[src/rtl/mul_share_pkg.sv]
// ---------------------------------------------------------------------------
// mul_share_pkg
// Shared definitions for the shared-multiplier controller:
//   - OP_W / PROD_W operand and product widths
//   - state_e        controller FSM states
//   - rr_pick()      round-robin winner search from a pointer
// ---------------------------------------------------------------------------
package mul_share_pkg;

    localparam int OP_W    = 32;
    localparam int PROD_W  = 64;
    localparam int MAX_REQ = 16;

    typedef enum logic [1:0] {
        IDLE = 2'd0,
        CALC = 2'd1,
        RESP = 2'd2
    } state_e;

    typedef struct packed {
        logic       found;
        logic [3:0] idx;
    } rr_pick_t;

    // First set bit of valid at or after ptr, wrapping modulo n (n <= MAX_REQ).
    function automatic rr_pick_t rr_pick(input logic [MAX_REQ-1:0] valid,
                                         input logic [3:0]         ptr,
                                         input int unsigned        n);
        rr_pick_t    pick;
        int unsigned cand;
        pick.found = 1'b0;
        pick.idx   = 4'd0;
        for (int unsigned k = 0; k < MAX_REQ; k++) begin
            cand = ({28'd0, ptr} + k) % n;
            if ((k < n) && !pick.found && valid[cand[3:0]]) begin
                pick.found = 1'b1;
                pick.idx   = cand[3:0];
            end else begin
                pick = pick;
            end
        end
        return pick;
    endfunction

endpackage

[src/rtl/mul_share_ctrl_wallace.sv]
// ---------------------------------------------------------------------------
// mul_share_ctrl_wallace
// Purely combinational unsigned 32x32 -> 64 Wallace-tree multiplier.
// Partial products are reduced with layers of 3:2 carry-save compressors
// until two rows remain, then a single carry-propagate add finishes.
// The path is multicycle: the caller holds a_i/b_i stable for the
// settle window before sampling prod_o.
// Ports:
//   a_i    [31:0]  operand A
//   b_i    [31:0]  operand B
//   prod_o [63:0]  a_i * b_i
// ---------------------------------------------------------------------------
module mul_share_ctrl_wallace
    import mul_share_pkg::*;
(
    input  logic [OP_W-1:0]   a_i,
    input  logic [OP_W-1:0]   b_i,
    output logic [PROD_W-1:0] prod_o
);

    // Number of rows left after lvl layers of 3:2 compression.
    function automatic int rows_after(input int lvl);
        int n;
        n = OP_W;
        for (int l = 0; l < lvl; l++) begin
            n = 2 * (n / 3) + (n % 3);
        end
        return n;
    endfunction

    // Layers needed to get down to two rows.
    function automatic int levels_needed();
        int cnt;
        cnt = 0;
        for (int l = 0; l < 16; l++) begin
            cnt = (rows_after(l) > 2) ? (l + 1) : cnt;
        end
        return cnt;
    endfunction

    localparam int NUM_LVL = levels_needed();

    logic [PROD_W-1:0] row_s [OP_W];
    logic [PROD_W-1:0] nxt_s [OP_W];

    // Partial-product generation, carry-save reduction tree and final add.
    always_comb begin
        for (int i = 0; i < OP_W; i++) begin
            row_s[i] = b_i[i] ? (PROD_W'(a_i) << i) : '0;
            nxt_s[i] = '0;
        end
        for (int l = 0; l < NUM_LVL; l++) begin
            for (int i = 0; i < OP_W; i++) begin
                nxt_s[i] = '0;
            end
            // Each group of three rows becomes a sum row and a shifted carry row.
            for (int g = 0; g < rows_after(l) / 3; g++) begin
                nxt_s[5'(2*g)]   = row_s[5'(3*g)] ^ row_s[5'(3*g+1)] ^ row_s[5'(3*g+2)];
                nxt_s[5'(2*g+1)] = ((row_s[5'(3*g)]   & row_s[5'(3*g+1)]) |
                                    (row_s[5'(3*g)]   & row_s[5'(3*g+2)]) |
                                    (row_s[5'(3*g+1)] & row_s[5'(3*g+2)])) << 1;
            end
            // Leftover rows (0..2) pass straight to the next layer.
            for (int i = 3 * (rows_after(l) / 3); i < rows_after(l); i++) begin
                nxt_s[5'(2 * (rows_after(l) / 3) + i - 3 * (rows_after(l) / 3))] = row_s[5'(i)];
            end
            for (int i = 0; i < OP_W; i++) begin
                row_s[i] = nxt_s[i];
            end
        end
        prod_o = row_s[0] + row_s[1];
    end

endmodule

[src/rtl/mul_share_ctrl.sv]
// ---------------------------------------------------------------------------
// mul_share_ctrl
// Shares one combinational Wallace multiplier among NUM_REQ requesters.
// Round-robin grant in IDLE, operands held for MUL_CYCLES in CALC, product
// presented with the requester ID in RESP until resp_ready.
// Optional build macro MUL_SHARE_SIGNED_EN adds per-requester signed
// operation (req_signed); without it every multiply is unsigned.
// Ports:
//   clk, rst            clock, synchronous active-high reset
//   req_valid/req_ready per-requester request handshake (ready one-hot)
//   req_a/req_b         packed operands, requester i at [32i+31:32i]
//   req_signed          (MUL_SHARE_SIGNED_EN only) signed request flags
//   resp_valid/ready    response handshake
//   resp_id/resp_prod   owner ID and 64-bit product
//   busy                high whenever the FSM is not IDLE
// ---------------------------------------------------------------------------
module mul_share_ctrl
    import mul_share_pkg::*;
#(
    parameter  int NUM_REQ    = 4,
    parameter  int MUL_CYCLES = 2,
    localparam int ID_W       = $clog2(NUM_REQ)
) (
    input  logic                    clk,
    input  logic                    rst,
    input  logic [NUM_REQ-1:0]      req_valid,
    output logic [NUM_REQ-1:0]      req_ready,
    input  logic [NUM_REQ*OP_W-1:0] req_a,
    input  logic [NUM_REQ*OP_W-1:0] req_b,
`ifdef MUL_SHARE_SIGNED_EN
    input  logic [NUM_REQ-1:0]      req_signed,
`endif
    output logic                    resp_valid,
    input  logic                    resp_ready,
    output logic [ID_W-1:0]         resp_id,
    output logic [PROD_W-1:0]       resp_prod,
    output logic                    busy
);

    localparam int CNT_W = (MUL_CYCLES > 1) ? $clog2(MUL_CYCLES) : 1;

    state_e             state_q, state_d;
    logic [CNT_W-1:0]   cnt_q, cnt_d;
    logic [ID_W-1:0]    rr_ptr_q, rr_ptr_d;
    logic [OP_W-1:0]    op_a_q, op_a_d, op_b_q, op_b_d;
    logic [ID_W-1:0]    resp_id_q, resp_id_d;
    logic [PROD_W-1:0]  resp_prod_q, resp_prod_d;
    logic               resp_valid_q, resp_valid_d;
    logic               neg_q, neg_d;

    rr_pick_t           pick_s;
    logic [OP_W-1:0]    win_a_s, win_b_s, lat_a_s, lat_b_s;
    logic               win_sgn_s, neg_s;
    logic [PROD_W-1:0]  mul_prod_s, cap_prod_s;

    assign pick_s = rr_pick(16'(req_valid), 4'(rr_ptr_q), NUM_REQ);

    // Mux the winner's operands (and sign flag) out of the packed buses.
    always_comb begin
        win_a_s   = '0;
        win_b_s   = '0;
        win_sgn_s = 1'b0;
        for (int i = 0; i < NUM_REQ; i++) begin
            win_a_s = win_a_s | ({OP_W{pick_s.idx == 4'(i)}} & req_a[i*OP_W +: OP_W]);
            win_b_s = win_b_s | ({OP_W{pick_s.idx == 4'(i)}} & req_b[i*OP_W +: OP_W]);
`ifdef MUL_SHARE_SIGNED_EN
            win_sgn_s = win_sgn_s | ((pick_s.idx == 4'(i)) & req_signed[i]);
`else
            win_sgn_s = 1'b0;
`endif
        end
    end

`ifdef MUL_SHARE_SIGNED_EN
    // Signed requests latch magnitudes; the sign is reapplied at capture.
    assign lat_a_s    = (win_sgn_s && win_a_s[OP_W-1]) ? (~win_a_s + 32'd1) : win_a_s;
    assign lat_b_s    = (win_sgn_s && win_b_s[OP_W-1]) ? (~win_b_s + 32'd1) : win_b_s;
    assign neg_s      = win_sgn_s & (win_a_s[OP_W-1] ^ win_b_s[OP_W-1]);
    assign cap_prod_s = neg_q ? (~mul_prod_s + 64'd1) : mul_prod_s;
`else
    assign lat_a_s    = win_a_s;
    assign lat_b_s    = win_b_s;
    assign neg_s      = win_sgn_s;
    assign cap_prod_s = mul_prod_s;
`endif

    mul_share_ctrl_wallace u_wallace (
        .a_i    (op_a_q),
        .b_i    (op_b_q),
        .prod_o (mul_prod_s)
    );

    // Next-state, datapath load and grant logic.
    always_comb begin
        state_d      = state_q;
        cnt_d        = cnt_q;
        rr_ptr_d     = rr_ptr_q;
        op_a_d       = op_a_q;
        op_b_d       = op_b_q;
        resp_id_d    = resp_id_q;
        resp_prod_d  = resp_prod_q;
        resp_valid_d = resp_valid_q;
        neg_d        = neg_q;
        req_ready    = '0;
        case (state_q)
            IDLE: begin
                for (int i = 0; i < NUM_REQ; i++) begin
                    req_ready[i] = pick_s.found && (pick_s.idx == 4'(i));
                end
                // A winner only exists when its valid is high, so the grant
                // and the handshake are the same event.
                if (pick_s.found) begin
                    state_d   = CALC;
                    op_a_d    = lat_a_s;
                    op_b_d    = lat_b_s;
                    neg_d     = neg_s;
                    resp_id_d = ID_W'(pick_s.idx);
                    cnt_d     = CNT_W'(MUL_CYCLES - 1);
                    rr_ptr_d  = (pick_s.idx == 4'(NUM_REQ - 1)) ? '0 : ID_W'(pick_s.idx + 4'd1);
                end else begin
                    state_d = IDLE;
                end
            end
            CALC: begin
                if (cnt_q != '0) begin
                    cnt_d = cnt_q - CNT_W'(1);
                end else begin
                    resp_prod_d  = cap_prod_s;
                    resp_valid_d = 1'b1;
                    state_d      = RESP;
                end
            end
            RESP: begin
                if (resp_ready) begin
                    resp_valid_d = 1'b0;
                    state_d      = IDLE;
                end else begin
                    state_d = RESP;
                end
            end
            default: begin
                state_d = IDLE;
            end
        endcase
    end

    // State and datapath registers with synchronous reset.
    always_ff @(posedge clk) begin
        if (rst) begin
            state_q      <= IDLE;
            cnt_q        <= '0;
            rr_ptr_q     <= '0;
            op_a_q       <= '0;
            op_b_q       <= '0;
            neg_q        <= 1'b0;
            resp_id_q    <= '0;
            resp_prod_q  <= '0;
            resp_valid_q <= 1'b0;
        end else begin
            state_q      <= state_d;
            cnt_q        <= cnt_d;
            rr_ptr_q     <= rr_ptr_d;
            op_a_q       <= op_a_d;
            op_b_q       <= op_b_d;
            neg_q        <= neg_d;
            resp_id_q    <= resp_id_d;
            resp_prod_q  <= resp_prod_d;
            resp_valid_q <= resp_valid_d;
        end
    end

    assign resp_valid = resp_valid_q;
    assign resp_id    = resp_id_q;
    assign resp_prod  = resp_prod_q;
    assign busy       = (state_q != IDLE);

endmodule

[config.mk]
export PLATFORM = sky130hd
export DESIGN_NAME = mul_share_ctrl
export DESIGN_NICKNAME = d
export VERILOG_FILES = /design/src/rtl/mul_share_pkg.sv /design/src/rtl/mul_share_ctrl_wallace.sv /design/src/rtl/mul_share_ctrl.sv
export SDC_FILE = /design/constraint.sdc
export NUM_CORES = 1
export LEC_CHECK = 0
export BUFFER_PORTS_ARGS = -buffer_cell sky130_fd_sc_hd__buf_2
export CAP_MARGIN = 20
export CORE_AREA = 2 2 129 131
export CTS_BUF_LIST = sky130_fd_sc_hd__clkbuf_8
export CTS_CLUSTER_DIAMETER = 100
export CTS_CLUSTER_SIZE = 20
export DETAILED_ROUTE_END_ITERATION = 8
export DIE_AREA = 0 0 131 133
export SETUP_SLACK_MARGIN = 0.05
export SYNTH_ARGS = -nofsm -noshare
export SYNTH_HDL_FRONTEND = slang
export SYNTH_SLANG_ARGS = --single-unit
[constraint.sdc]
create_clock -name clk -period 1.5 [get_ports clk]
set_input_delay 0.225 -clock clk [delete_from_list [all_inputs] [get_ports clk]]
set_output_delay 0.225 -clock clk [all_outputs]
set_load 0.01 [all_outputs]
; ---- Word-level counts from Yosys, hierarchy flattened
; Index checks and enable logic that the tools add are counted.
[word_totals]
reg_bits = 8
latchBits = 0
ramBits = 0
rom_bits = 0
in_bits = 263
out_inout_bits = 72
elab_cells = 64
mem_count = 0
[op_classes]
add_sub_neg = 5
mul = 0
div = 0
order_cmp = 4
eq_ne = 8
shift = 0
muxes = 24
bitwise_logic = 0
n_reduce_logical = 18
[op_table]
columns = cell, count
row1 = "2-bit by 5-bit < comparator with 1-bit output, second input constant", 4
row2 = 5-bit two-way mux, 4
row3 = 1-bit two-way mux, 9
row4 = 1-bit binary-select mux with 2-bit select, 4
row5 = "4-bit by 2-bit equality test with 1-bit output, second input constant", 2
row6 = 1-bit logical AND, 7
row7 = 2-bit two-way mux, 3
row8 = "2-bit != test, second input constant", 3
row9 = 2-bit case mux with 3 select lines, 1
row10 = 2-bit nonzero test, 3
row11 = "2-bit by 1-bit adder with 2-bit output, second input constant", 2
row12 = "2-bit adder, second input constant", 2
row13 = "4-bit by 1-bit equality test with 1-bit output, second input constant", 1
row14 = 4-bit logical NOT, 1
row15 = 4-bit two-way mux, 1
row16 = 1-bit case mux with 2 select lines, 2
row17 = 2-bit AND reduction, 2
row18 = 1-bit logical NOT, 3
row19 = 3-bit AND reduction, 1
row20 = "2-bit by 1-bit equality test with 1-bit output, second input constant", 1
row21 = "2-bit equality test, second input constant", 1
row22 = 2-bit logical NOT, 1
row23 = "1-bit subtractor, second input constant", 1

; ---- Logic depth before layout (Yosys ltp)
; Gate-level depths: netlist (run 1).
[depth]
ltp_word = 15
ltp_mapped = 7
ltp_nobuf = 7

; ---- Cells and area by module
; A second synthesis (run 1) with hierarchy kept.
[hier_totals]
hier_cells = 768
area_unflattened_um2 = 6388.6
[by_module_without_submodules]
columns = mod, n_inst, cells_per_inst, area_each_um2, seq_area_each_um2
row1 = mul_share_ctrl, 1, 703, 5904.4, 2722.6
row2 = mul_share_ctrl_wallace, 1, 65, 484.2, 0.0

; ---- Worst setup path before layout (run 1)
; No wires, ideal clock.
[synth_path]
path_kind = register to register
from = register rr_ptr_q[1]
to = register rr_ptr_q[0]
setup_time_ns = 0.067
t_arrival_ns = 1.502
required_time_ns = 1.433
path_slack_ns = -0.068
path_stages_with_launch = 8
path_buffers = 0
synth_period_minus_slack_ns = 1.568
cell_sequence = dfxtp_1 > a21oi_1 > o21a_1 > o22ai_1 > inv_1 > ha_1 > a211o_1 > a21oi_2
[synth_lines]
columns = item, line_no
row1 = start: declaration, mul_share_ctrl.sv:44  ; logic [ID_W-1:0] rr_ptr_q, rr_ptr_d;
row2 = start signal: assignment, mul_share_ctrl.sv:162  ; rr_ptr_q <= rr_ptr_d;

; ---- Worst setup path after layout (run 1)
[layout_path]
from = register rr_ptr_q[1]
to = output port req_ready[2]
[layout_via]
elab_chain_cells = 15
elab_cells_between_ends = 24
classes_between = 3 x add/sub / 1 x eq/ne / 13 x mux / 7 x reduce/logical
[layout_lines]
columns = item, line_no
row1 = branches (longest 11 deep; another with 2-bit by 1-bit adder with 2-bit output), --
row2 = 5-bit two-way mux (*), mul_share_pkg.sv:35  ; if ((k < n) && !pick.found && valid[cand[3:0]]) begin
row3 = 4-bit by 2-bit equality test with 1-bit output, mul_share_ctrl.sv:108  ; req_ready[i] = pick_s.found && (pick_s.idx == 4'(i));
row4 = 1-bit logical AND (*), mul_share_ctrl.sv:108
row5 = 4-bit two-way mux (*), mul_share_ctrl.sv:105  ; case (state_q)
row6 = end: declaration, mul_share_ctrl.sv:27  ; output logic [NUM_REQ-1:0] req_ready,
; Every way passes the cells marked *. The select of a mux whose other input is x is not followed.

==> out/metrics.yaml, run 1 <==
outcome: "finished, violations left"
violations: "negative setup slack"
crit_slowest_cell: "dfxtp_4"
final.setup_skew_ns: 0.00187
mostFrequentLayoutCells: "conb_1, buf_4, buf_2"
holdWs_ns: 0.278
rsz0062_at_grt: "true"
vias: 690
arrival_ns: 1.63
whs_path_depth: 4
cellLeakagePower_nw: 0.573
synthCells: 125
dieWidth_um: 131
yosys-top-cells-area: "buf_4, dfxtp_1, ha_1"
layout_commonest_cell: "conb_1"
syn_area_per_cell_sq_um: 7.79
setup.worst_path.start: "rr_ptr_q[1]$_SDFFE_PP0P_"
core_sq_um: 16200
grt_max_degree: 10
clockBufferDepth: 2
endpoint: "req_ready[2]"
hold_violations: 0
fin_nets: 422
dieArea_sq_um: 17400
busiest_layer: "met2"
first_pass_iters: 4
place_congestion: 0.698
grt.total_usage: 0.0198
cpPeakStageDelay_ns: 0.36
wl_um: 1950
reg2reg_slack_ns: -0.11
max_freq_mhz: 540
worstReg2RegStart: "rr_ptr_q[1]$_SDFFE_PP0P_"
ant_nets: 0
drc_errors: 0
fp.dieH_um: 133
cp-end-kind: "output port"
grtUsageMet3: 0.00283
syn_area_sq_um: 973
cts_sinks: 8
wl_per_cell_um: 5.23
critPathKind: "reg2out"
ys_seq_area_frac: 0.165
p_total_w: 0.00110
crit_top_cell: "buf_6"
met2_usage: 0.0296
critPathMaxFanout: 5
cts-root-buf: "clkbuf_8"
path_cells: "mux2i_1 -> o22a_1 -> nand3b_1 -> buf_6 -> ha_4 -> and2_4 -> buf_6"
setup_violations: 5
hold_path.class: "in2reg"
critPathRequiredTime_ns: 1.27
synth_top_area_cell: "buf_4"
worst-path-stages: 7
io_pins: 335
fin_crit_sh: 1.23
yosysTopAreaCellShare: 0.494
numCtsBuffers: 3
insertion_delay_ns: 0.23
critPathTopFamily: "flip-flops"
syn_to_final_growth_pct: 35.5
clk_pin_slew_ns: 0.04
grt.met1_usage: 0.0264
start_util: 0.0602
finalCriticalPeriod_ns: 1.85
overflow: 0
portBuffers: 14
ys_types: 28
fin_ws_ns: -0.352
tritoncts: "built"
antenna_found_initial: 0
worst_ir_drop_vdd_mv: 0.469
grt_pass1_wl_um: 2610
final_max_slew_viol_count: 0
yosysWarnings: 0
initialDrtViolationCount: 13
rows: 47
htree_levels: 1
crit_buf_inv: 2
drive_gt1_frac: 0.314
insertedDiodeCount: 0
synth-seq-cells: 8
grt_pass1_vias: 499
hpwl_um: 1550
reg2reg_depth: 8
cp-start-kind: "flop"
rr_endpoint: "rr_ptr_q[0]$_SDFFE_PP0P_"
cellPowerDensity_nw_per_um2: 832
drv_cap: 0
via_per_inst: 1.85
## cells by family after synthesis
group,synth area share
buf+inv,0.509
simple gates,0.161
compound gates,0.100
flops,0.165
fa+ha+maj,0.0514
mux,0.0103
other cells,0.00385
## through the flow
stage / setup WS [ns] / utilization / area, sq um / instances / TNS (ns)
finish: -0.352 / 0.0815 / 1320 / 373 / -1.40
global route: -0.434 / 0.0815 / 1320 / 373 / -1.85
CTS: -0.330 / 0.0788 / 1270 / 372 / -1.39
detailed placement: -0.150 / 0.0713 / 1150 / 367 / -0.499
global placement: -0.154 / 0.0713 / 1150 / 367 / -0.550
floorplan: 0.0471 / - / 1220 / 188 / 0
## how the worst min path moves through the flow
| stage | to | slack, ns | from |
|---|---|---|---|
| 2_1_floorplan | resp_valid$_SDFFE_PP0P_ | 0.41 | resp_ready |
| 3_3_place_gp | resp_id[0]$_SDFFE_PP0P_ | 0.45 | resp_id[0]$_SDFFE_PP0P_ |
| 3_5_place_dp | resp_id[0]$_SDFFE_PP0P_ | 0.45 | resp_id[0]$_SDFFE_PP0P_ |
| 4_1_cts | rr_ptr_q[0]$_SDFFE_PP0P_ | 0.27 | rst |
| 5_1_grt | rr_ptr_q[1]$_SDFFE_PP0P_ | 0.30 | rst |
| 6_report | resp_valid$_SDFFE_PP0P_ | 0.28 | resp_ready |
## synth_stat cells (all sizes together)
| cell type | n |
|---|---|
| conb | 1 |
| mux2i | 1 |
| nand3 | 1 |
| dfxtp | 8 |
| nor2 | 7 |
| and2 | 4 |
| o21ai | 1 |
| nor3 | 2 |
| a21oi | 7 |
| nor2b | 1 |
| buf | 65 |
| a211oi | 1 |
| o22ai | 1 |
| o31ai | 1 |
| nand2b | 2 |
| a211o | 1 |
| nand3b | 2 |
| o21a | 1 |
| nand2 | 5 |
| or2 | 2 |
| inv | 3 |
| a21o | 1 |
| ha | 4 |
| o22a | 1 |
| nor3b | 1 |
| nor4 | 1 |
## worst reg2reg max path, delay by kind of cell (launching register included)
kind	cells	cell delay (ns)
simple gates	2	0.29
compound gates	3	0.53
buf+inv	2	0.21
flops	1	0.35
fa+ha+maj	1	0.16
## sequential cells by signal, indices dropped and copies added, names as in the netlist
register / count
state_q: 2
resp_id: 2
resp_valid: 1
rr_ptr_q: 2
cnt_q: 1
## metal layers
metal,part of all wire,vias up,routed length [um]
li1,-,332,-
met1,0.44,300,853
met5,0,-,0
met3,0.11,5,206
met2,0.44,53,850
met4,0.021,0,41
## report_power, final
part | internal (W) | total, W | switching [W]
sequential | 0.000252 | 0.000280 | 0.0000271
combinational | 0.000266 | 0.000560 | 0.000295
clock | 0.000174 | 0.000257 | 0.0000829
total | 0.000692 | 0.00110 | 0.000405
## layout make-up
type | instances | area (sq um)
Timing Repair Buffer | 27 | 200
Inverter | 3 | 11.3
Sequential cell | 8 | 165
Clock buffer | 3 | 41.3
Multi-Input combinational cell | 112 | 626
Tap cell | 220 | 275
Fill cell | 1912 | 14900
## what timing repair did
action                     in CTS  in global routing
resized for setup              17                  6
setup endpoints to repair       6                  6
buffers inserted                2                  1
pin swaps                       4                  2
hold buffers                    0                  0
(Power assumes the default switching activity.)
==> inputs of run 2 (changes only) <==
--- a/config.mk
+++ b/config.mk
@@ -15,2 +15,3 @@
 export DIE_AREA = 0 0 131 133
+export MAX_ROUTING_LAYER = met4
 export SETUP_SLACK_MARGIN = 0.05
==> constraint.sdc (replaced) <==
create_clock -name clk -period 1.5 [get_ports clk]
set_input_delay 0.3 -clock clk [delete_from_list [all_inputs] [get_ports clk]]
set_output_delay 0.3 -clock clk [all_outputs]
set_load 0.01 [all_outputs]
==> run 2 against run 1 <==
  * The run still ends with negative setup slack left
  * Highest routed layer unchanged
  * Clock skew is 0.0071 ns higher
  * Clock power up 2%
  * Cell count is 0.80% higher
  * First-iteration DRC count fell by 15%
  * Sequential cell count is the same
  * Critical endpoint is now req_ready[3]
  * Wire length decreased by 9.9%
  * Register-to-register slack lost 0.17 ns
  * Combinational power shrank 8.0%
  * Sequential share of layout area up 0.27 points
  * Critical path type unchanged
==> out/metrics.yaml, run 2 (synthesis results as in run 1) <==
syn_to_final_growth_pct: 32.6  # was 35.5%
path_cells: "mux2i_1 -> o22a_1 -> nand3b_1 -> inv_2 -> ha_2 -> and2_4 -> buf_6"  # was mux2i_1 -> o22a_1 -> nand3b_1 -> buf_6 -> ha_4 -> and2_4 -> buf_6
rsz0062_at_grt: "true"  # unchanged
violations: "negative setup slack"  # unchanged
place_congestion: 0.720  # was 0.698
mostFrequentLayoutCells: "conb_1, buf_4, buf_2"  # unchanged
layout_commonest_cell: "conb_1"  # unchanged
fillers: 1914  # was 1912
fin_nets: 424  # was 422
wl_per_cell_um: 4.67  # was 5.23 um
clockBufferDepth: 2  # unchanged
io_pins: 335  # unchanged
arrival_ns: 1.66  # was 1.63 ns
overflow: 0  # unchanged
outcome: "finished, violations left"  # unchanged
worst_ir_drop_vdd_mv: 0.399  # was 0.469 mV
critPathTopFamily: "flip-flops"  # unchanged
wl_um: 1760  # was 1950 um
clockPowerShare: 0.248  # was 0.234
dieWidth_um: 131  # unchanged
fin_ws_ns: -0.455  # was -0.352 ns
switchingPower_w: 0.000385  # was 0.000405 W
cts_sinks: 8  # unchanged
numCtsBuffers: 3  # unchanged
swShare: 0.364  # was 0.369
cellPowerDensity_nw_per_um2: 820  # was 832 nW/um^2
tns_ns: -2.06  # was -1.40 ns
ant_nets: 0  # unchanged
power_frac_seq: 0.266  # was 0.255
fp.dieH_um: 133  # unchanged
grt_pass1_vias: 530  # was 499
cellLeakagePower_nw: 0.584  # was 0.573 nW
p_total_w: 0.00106  # was 0.00110 W
drc_errors: 0  # unchanged
dp_cells: 366  # was 367
final_max_slew_viol_count: 0  # unchanged
grt.total_usage: 0.0189  # was 0.0198
max_freq_mhz: 511  # was 540 MHz
finalCriticalPeriod_ns: 1.96  # was 1.85 ns
cts-root-buf: "clkbuf_8"  # unchanged
cpPeakStageDelay_ns: 0.37  # was 0.36 ns
crit_buf_inv: 2  # unchanged
grt_pass1_wl_um: 2440  # was 2610 um
portBuffers: 14  # unchanged
critPathKind: "reg2out"  # unchanged
critPathMaxFanout: 6  # was 5
cp-end-kind: "output port"  # unchanged
start_util: 0.0602  # unchanged
drv_cap: 0  # unchanged
stdcell_count: 376  # was 373
vias: 692  # was 690
antenna_found_initial: 0  # unchanged
hold_violations: 0  # unchanged
via_per_inst: 1.84  # was 1.85
rows: 47  # unchanged
tritoncts: "built"  # unchanged
setup_violations: 6  # was 5
final.setup_skew_ns: 0.00893  # was 0.00187 ns
comb_power_share: 0.486  # was 0.511
critPathRequiredTime_ns: 1.20  # was 1.27 ns
first_pass_iters: 2  # was 4
clk_pin_slew_ns: 0.05  # was 0.04 ns
core_sq_um: 16200  # unchanged
grt_max_degree: 10  # unchanged
dieArea_sq_um: 17400  # unchanged
hpwl_um: 1350  # was 1550 um
htree_levels: 1  # unchanged
cp-start-kind: "flop"  # unchanged
fin_crit_sh: 1.30  # was 1.23
insertedDiodeCount: 0  # unchanged
post-place-ws_ns: -0.248  # was -0.150 ns
cts-hold-fix-buffers: 0  # unchanged
crit_slowest_cell: "dfxtp_4"  # unchanged
drive_gt1_frac: 0.308  # was 0.314
insertion_delay_ns: 0.23  # about the same
p_int_w: 0.000674  # was 0.000692 W
post-route-util: 0.0798  # was 0.0815
initialDrtViolationCount: 11  # was 13
hold_path.class: "in2reg"  # unchanged
[run 2: worst reg2reg max path, stage by stage (launching register included)]
cell	delay (ns)
dfxtp_4	0.36
nand2b_1	0.15
a21o_1	0.17
nand3b_1	0.18
inv_2	0.07
ha_2	0.19
buf_4	0.12
buf_4	0.12
a211o_1	0.23
a21oi_2	0.12
[run 2: layer usage]
layer / vias up / GRT usage / wire length (um)
li1: 339 / - / -
met1: 293 / 0.0203 / 654
met2: 56 / 0.0299 / 840
met3: 4 / 0.00647 / 219
met4: 0 / 0.0112 / 42
met5: - / - / 0
[run 2: metrics by stage]
| stage | hold WS, ns | area (sq um) |
|---|---|---|
| final | 0.354 | 1290 |
| after floorplan | 0.463 | 1250 |
| after global placement | 0.446 | 1180 |
| after detailed placement | 0.455 | 1180 |
| after global routing | 0.364 | 1290 |
| after CTS | 0.343 | 1260 |
[run 2: final cells by class]
cell class / instances / area, sq um / area share
tap: 220 / 275 / 0.213
sequential: 8 / 165 / 0.128
clock inverter: 1 / 3.75 / 0.00291
timing repair buffer: 29 / 201 / 0.156
multi-input combinational: 112 / 593 / 0.459
clock buffer: 3 / 41.3 / 0.0320
inverter: 3 / 11.3 / 0.00872
[run 2: path summary, 6_finish.rpt]
check | depth (start not counted) | endpoint | slack [ns] | start
worst max-delay path | 7 | req_ready[3] | -0.46 | rr_ptr_q[1]$_SDFFE_PP0P_
worst min-delay path | 2 | rr_ptr_q[0]$_SDFFE_PP0P_ | 0.35 | rst
worst max register to register | 9 | rr_ptr_q[0]$_SDFFE_PP0P_ | -0.28 | rr_ptr_q[1]$_SDFFE_PP0P_
worst min register to register | 2 | resp_id[0]$_SDFFE_PP0P_ | 0.46 | resp_id[0]$_SDFFE_PP0P_
[run 2: repair_timing]
action | CTS | global route
setup buffers | 3 | 3
setup endpoints to repair | 6 | 6
gates cloned | 0 | 0
pin swaps | 3 | 5
resized for setup | 3 | 2
[run 2: power by group through the flow]
| stage | clock network, W | logic (W) | registers (W) |
|---|---|---|---|
| after floorplan | 0 | 0.000398 | 0.000291 |
| after global placement | 0 | 0.000425 | 0.000286 |
| after detailed placement | 0 | 0.000424 | 0.000288 |
| after CTS | 0.000275 | 0.000469 | 0.000283 |
| after global routing | 0.000294 | 0.000563 | 0.000287 |
| final | 0.000262 | 0.000515 | 0.000282 |
